<file path="src/rtl/kbd_fifo.sv">
// ===========================================================================
// kbd_fifo : PS/2 keyboard receiver feeding a small scan-code FIFO.
// Revision : 1.0
// ===========================================================================
`default_nettype none

module kbd_fifo #(
  parameter int DEPTH   = 8,
  parameter int TIMEOUT = 5000
) (
  input  logic        clk,
  input  logic        clrn,
  input  logic        ps2_clk,
  input  logic        ps2_data,
  input  logic        read_key,
  output logic [31:0] key_data,
  output logic        frame_err
);

  localparam int PW = $clog2(DEPTH);
  localparam int TW = $clog2(TIMEOUT + 1);
  localparam logic [PW:0]   FULL_CNT = (PW + 1)'(DEPTH);
  localparam logic [TW-1:0] TO_CNT   = TW'(TIMEOUT);

  typedef enum logic [1:0] {
    S_IDLE   = 2'd0,
    S_SHIFT  = 2'd1,
    S_PARITY = 2'd2,
    S_STOP   = 2'd3
  } state_t;

  logic ps2c_s1_q, ps2c_s2_q, ps2c_prev_q, ps2d_s1_q, ps2d_s2_q;
  logic fall;

  always_ff @(posedge clk) begin
    if (!clrn) begin
      ps2c_s1_q   <= 1'b1;
      ps2c_s2_q   <= 1'b1;
      ps2c_prev_q <= 1'b1;
      ps2d_s1_q   <= 1'b1;
      ps2d_s2_q   <= 1'b1;
    end else begin
      ps2c_s1_q   <= ps2_clk;
      ps2c_s2_q   <= ps2c_s1_q;
      ps2c_prev_q <= ps2c_s2_q;
      ps2d_s1_q   <= ps2_data;
      ps2d_s2_q   <= ps2d_s1_q;
    end
  end

  assign fall = ps2c_prev_q & ~ps2c_s2_q;

  state_t        state_q, state_d;
  logic [2:0]    bitcnt_q, bitcnt_d;
  logic [7:0]    shift_q, shift_d;
  logic          parity_q, parity_d;
  logic [TW-1:0] idle_q, idle_d;
  logic          push_q, push_d;
  logic [7:0]    push_byte_q, push_byte_d;
  logic          err_q, err_d;

  always_ff @(posedge clk) begin
    if (!clrn) begin
      state_q     <= S_IDLE;
      bitcnt_q    <= '0;
      shift_q     <= '0;
      parity_q    <= 1'b0;
      idle_q      <= '0;
      push_q      <= 1'b0;
      push_byte_q <= '0;
      err_q       <= 1'b0;
    end else begin
      state_q     <= state_d;
      bitcnt_q    <= bitcnt_d;
      shift_q     <= shift_d;
      parity_q    <= parity_d;
      idle_q      <= idle_d;
      push_q      <= push_d;
      push_byte_q <= push_byte_d;
      err_q       <= err_d;
    end
  end

  always_comb begin
    state_d     = state_q;
    bitcnt_d    = bitcnt_q;
    shift_d     = shift_q;
    parity_d    = parity_q;
    idle_d      = '0;
    push_d      = 1'b0;
    push_byte_d = push_byte_q;
    err_d       = 1'b0;
    if (state_q != S_IDLE && !fall) idle_d = idle_q + 1'b1;
    case (state_q)
      S_IDLE: if (fall && !ps2d_s2_q) begin
        state_d  = S_SHIFT;
        bitcnt_d = '0;
      end
      S_SHIFT: if (fall) begin
        shift_d[bitcnt_q] = ps2d_s2_q;
        bitcnt_d          = bitcnt_q + 1'b1;
        if (bitcnt_q == 3'd7) state_d = S_PARITY;
      end
      S_PARITY: if (fall) begin
        parity_d = ps2d_s2_q;
        state_d  = S_STOP;
      end
      S_STOP: if (fall) begin
        state_d = S_IDLE;
        // Good frame: stop bit high and odd parity over data plus parity bit.
        if (ps2d_s2_q && (^{shift_q, parity_q})) begin
          push_d      = 1'b1;
          push_byte_d = shift_q;
        end else begin
          err_d = 1'b1;
        end
      end
      default: state_d = S_IDLE;
    endcase
    if (state_q != S_IDLE && !fall && idle_q == TO_CNT) begin
      state_d = S_IDLE;
      idle_d  = '0;
      err_d   = 1'b1;
    end
  end

  logic [7:0]    mem [DEPTH];
  logic [PW-1:0] rd_ptr_q, wr_ptr_q;
  logic [PW:0]   count_q;
  logic          read_key_q, overflow_q;
  logic          valid, full, pop, push_ok, ovf_set;

  assign valid   = (count_q != '0);
  assign full    = (count_q == FULL_CNT);
  assign pop     = read_key & ~read_key_q & valid;
  assign push_ok = push_q & (~full | pop);
  assign ovf_set = push_q & full & ~pop;

  always_ff @(posedge clk) begin
    if (push_ok) mem[wr_ptr_q] <= push_byte_q;
  end

  always_ff @(posedge clk) begin
    if (!clrn) begin
      rd_ptr_q   <= '0;
      wr_ptr_q   <= '0;
      count_q    <= '0;
      read_key_q <= 1'b0;
      overflow_q <= 1'b0;
    end else begin
      read_key_q <= read_key;
      if (push_ok) wr_ptr_q <= wr_ptr_q + 1'b1;
      if (pop)     rd_ptr_q <= rd_ptr_q + 1'b1;
      case ({push_ok, pop})
        2'b10:   count_q <= count_q + 1'b1;
        2'b01:   count_q <= count_q - 1'b1;
        default: count_q <= count_q;
      endcase
      // A set in the same cycle as a pop keeps the flag asserted.
      if (ovf_set)  overflow_q <= 1'b1;
      else if (pop) overflow_q <= 1'b0;
    end
  end

  assign key_data  = {22'b0, overflow_q, valid, (valid ? mem[rd_ptr_q] : 8'h00)};
  assign frame_err = err_q;

endmodule

`default_nettype wire
</file>
<file path="config.mk">
export PLATFORM = sky130hd
export DESIGN_NAME = kbd_fifo
export DESIGN_NICKNAME = d
export VERILOG_FILES = /design/src/rtl/kbd_fifo.sv
export SDC_FILE = /design/constraint.sdc
export NUM_CORES = 1
export LEC_CHECK = 0
export CORE_MARGIN = 5
export CORE_UTILIZATION = 33
export CTS_CLUSTER_DIAMETER = 30
export CTS_CLUSTER_SIZE = 12
export DETAILED_ROUTE_END_ITERATION = 10
export SLEW_MARGIN = 20
export SYNTH_ARGS = -nofsm -noshare
export SYNTH_HDL_FRONTEND = slang
export SYNTH_SLANG_ARGS = --single-unit
</file>
<file path="constraint.sdc">
create_clock -name clk -period 2.7 [get_ports clk]
set_input_delay 0.675 -clock clk [delete_from_list [all_inputs] [get_ports clk]]
set_output_delay 0.675 -clock clk [all_outputs]
set_load 0.01 [all_outputs]
</file>
==> flow_metrics.py <==
metrics = {
    "run_status": {
        "status": "complete, no violations",
    },
    "pwr": {
        "p_leak_nw": 2.13,
        "p_per_area_nw_per_um2": 679,
        "irDropWorstVdd_mv": 0.459,
    },
    "layout": {
        "layout-drive-gt1-share_pct": 14.9,
        "nNetsFinal": 476,
        "area_growth_pct": 18.4,
        "mostFrequentLayoutCell": "edfxtp_1",
        "multi_input_area_sq_um": 2030,
        "final_cell_mix": "64 x edfxtp_1, 56 x dfxtp_1, 49 x nor2_1",
        "fill_cells": 1501,
        "seq_area_sq_um": 3070,
        "num_antenna_cells": 0,
    },
    "timing": {
        "fin_ws_ns": 0.111,
        "hold_violations": 0,
        "post-route-period-util_pct": 95.9,
        "setup_tns_ns": 0,
        "rsz0062_at_grt": "no",
        "slew_headroom_pct": 49.5,
        "finClkSkew_ns": 0.0134,
        "finalSetupViolCount": 0,
        "worst_pin_slew_ns": 0.757,
        "max_freq_mhz": 386,
        "min_period_ns": 2.59,
        "slew_viol_final": 0,
    },
    "critical_path": {
        "reg2reg_depth": 8,
        "crit_slowest_cell": "mux4_2",
        "crit_path_start_kind": "register",
        "reg2reg_slack_ns": 0.75,
        "timing.rr.end": "count_q[2]$_SDFFE_PN0P_",
        "critPathArrivalTime_ns": 1.91,
        "worstPathCellList": "buf_12, mux4_2, mux2i_1, nor2_1, dlygate4sd2_1",
        "required_ns": 2.03,
        "cp-end-kind": "primary output",
        "cp_max_fo": 8,
        "path_class": "register to primary output",
        "rr_startpoint": "count_q[3]$_SDFFE_PN0P_",
        "critPathMaxStageDelay_ns": 0.50,
    },
    "global_route": {
        "grt_max_degree": 26,
        "grt_usage_pct": 10.7,
        "overflow": 0,
        "grt_pass1_wl_um": 15500,
        "grt_pass1_vias": 3049,
        "antenna_found_initial": 0,
    },
    "route": {
        "drcViolationCount": 0,
        "wl_met3_um": 372,
        "drt_first_pass_iters": 4,
        "top_layer": "met4",
        "wirelength_um": 9150,
        "ant_nets": 0,
        "wl_per_cell_um": 13.3,
        "dr_wl_met2_um": 4350,
        "initialDrtViolationCount": 122,
        "via_count": 3118,
        "drt-vias-per-instance": 4.54,
        "met1_length_um": 4360,
    },
    "min_path": {
        "hp-class": "register to register",
        "min_from": "ps2d_s1_q$_SDFF_PN1_",
        "hold_end": "ps2d_s2_q$_SDFF_PN1_",
        "hold_depth": 1,
    },
    "yosys": {
        "synth-seq-area-share_pct": 57.8,
        "async_reset_ff_share_pct": 0,
        "syn_inst": 431,
        "ys_ff_latch": 121,
        "netlist_area_sq_um": 5300,
        "synth_cell_types": 52,
        "syn_avg_cell_area_sq_um": 12.3,
        "yosysWarnings": 0,
        "synth_ff_type": "edfxtp_1",
        "synth_edf_count": 64,
    },
    "clock_tree": {
        "hold_buffers": 0,
        "cts.htree.levels": 4,
        "clock_latency_ns": 0.41,
        "cts_tree": "done",
        "numCtsBuffers": 17,
        "clockBufferDepth": 2,
        "clk_pin_slew_worst_paths_ns": 0.06,
        "root_buffer": "clkbuf_16",
        "clock-sinks": 121,
        "cts_setup_buffers": 0,
    },
    "die": {
        "die_w_um": 137,
        "die_h_um": 137,
        "initial_core_util_pct": 33.5,
        "rows": 46,
        "ios": 38,
        "design.core.area_sq_um": 15800,
        "die_area_sq_um": 18700,
    },
    "placement": {
        "pre_cts_ws_ns": 0.147,
        "dp_hpwl_um": 6050,
        "place.gp.congestion": 0.788,
        "portBuffers": 15,
    },
    "flow_run": {
        "cap_violations": 0,
    },
}
[through the flow]
step                util [%]  hold WS [ns]  std cells  cell area (sq um)  total power, mW
floorplan                  -         0.386        452               5380             2.12
global placement        35.8         0.389        655               5670             2.12
detailed placement      35.8         0.399        655               5670             2.13
CTS                     39.6         0.413        687               6270             4.32
global route            39.7         0.426        687               6280             4.45
finish                  39.7         0.406        687               6280             4.26
[sequential cells by signal (all words and copies together), names as in the netlist, 2 cells and up, named ones only]
register and cells:
mem 64, idle_q 13, push_byte_q 8, shift_q 8, count_q 4, bitcnt_q 3, rd_ptr_q 3, wr_ptr_q 3
state_q 2
[power breakdown]
| part | total, mW | switching (mW) | internal [mW] | leakage, nW |
|---|---|---|---|---|
| logic | 0.145 | 0.0958 | 0.0496 | 0.841 |
| clock network | 2.17 | 0.816 | 1.35 | 0.266 |
| registers | 1.95 | 0.0152 | 1.93 | 1.03 |
| total | 4.26 | 0.927 | 3.34 | 2.13 |
[logic make-up (layout without fill, tap and decap cells)]
kind of cell	Yosys count	after routing	share of synthesized area (%)
AO/OA/AOI/OAI	29	29	3.45
adder cells (fa/ha/maj)	12	12	2.83
buffers and inverters	55	74	5.64
flip-flops	121	121	57.8
XOR/XNOR	21	21	4.30
multiplexers	45	45	12.5
AND/OR/NAND/NOR	147	147	13.4
other	1	22	0.0707
[metal layers]
layer	vias up	global-route usage, %
met3	7	4.04
met5	-	0
met1	1507	13.9
li1	1561	-
met2	43	16.7
met4	0	3.47
[cell usage after synthesis (2+ instances only)]
master / instances / area share [%]
a31oi_1: 2 / 0.24
a211oi_1: 2 / 0.28
nor3_1: 8 / 0.76
or3_1: 2 / 0.24
edfxtp_1: 64 / 36
nand2b_1: 10 / 1.2
o211ai_1: 2 / 0.28
buf_2: 2 / 0.19
clkbuf_1: 14 / 0.99
nor2b_1: 2 / 0.24
nor4_1: 4 / 0.47
nand3_1: 13 / 1.2
buf_1: 2 / 0.14
dfxtp_1: 57 / 22
xnor2_1: 14 / 2.3
nand2_1: 38 / 2.7
inv_1: 13 / 0.92
nor2_1: 49 / 3.5
a22oi_1: 2 / 0.28
buf_4: 24 / 3.4
mux2i_1: 28 / 5.3
mux4_2: 16 / 6.8
xor2_1: 4 / 0.66
nand3b_1: 3 / 0.42
nor3b_1: 2 / 0.28
a21oi_1: 8 / 0.76
o22ai_1: 2 / 0.24
ha_1: 12 / 2.8
o21ai_0: 6 / 0.57
nand4_1: 4 / 0.47
[critical path: cells and delay by family, from the launching register on]
kind | cells | cell delay [ns]
simple gates | 1 | 0.05
flops | 1 | 0.39
buf+inv | 2 | 0.43
mux | 2 | 0.64
[what timing repair did]
| action | in CTS | in global routing |
|---|---|---|
| gates cloned | 1 | 0 |
| resized for setup | 12 | 6 |
| endpoints found under the setup margin | 9 | 6 |
[worst max-delay path by stage]
stage	from	slack (ns)	cells past startpoint	to
floorplan	read_key	0.30	4	mem[0][0]$_DFFE_PP_
global placement	read_key	0.19	8	count_q[2]$_SDFFE_PN0P_
detailed placement	read_key	0.15	8	count_q[2]$_SDFFE_PN0P_
CTS	register	0.04	5	key_data[7]
global route	register	0.01	5	key_data[1]
finish	register	0.11	5	key_data[4]
[cell type report]
type / count / area share (%)
timing repair buffer: 30 / 4.66
clock inverter: 14 / 2.33
tap: 216 / 4.31
inverter: 13 / 0.777
multi-input combinational: 276 / 32.3
clock buffer: 17 / 6.78
sequential: 121 / 48.9
Note: power is estimated with default switching activity, not from simulation.
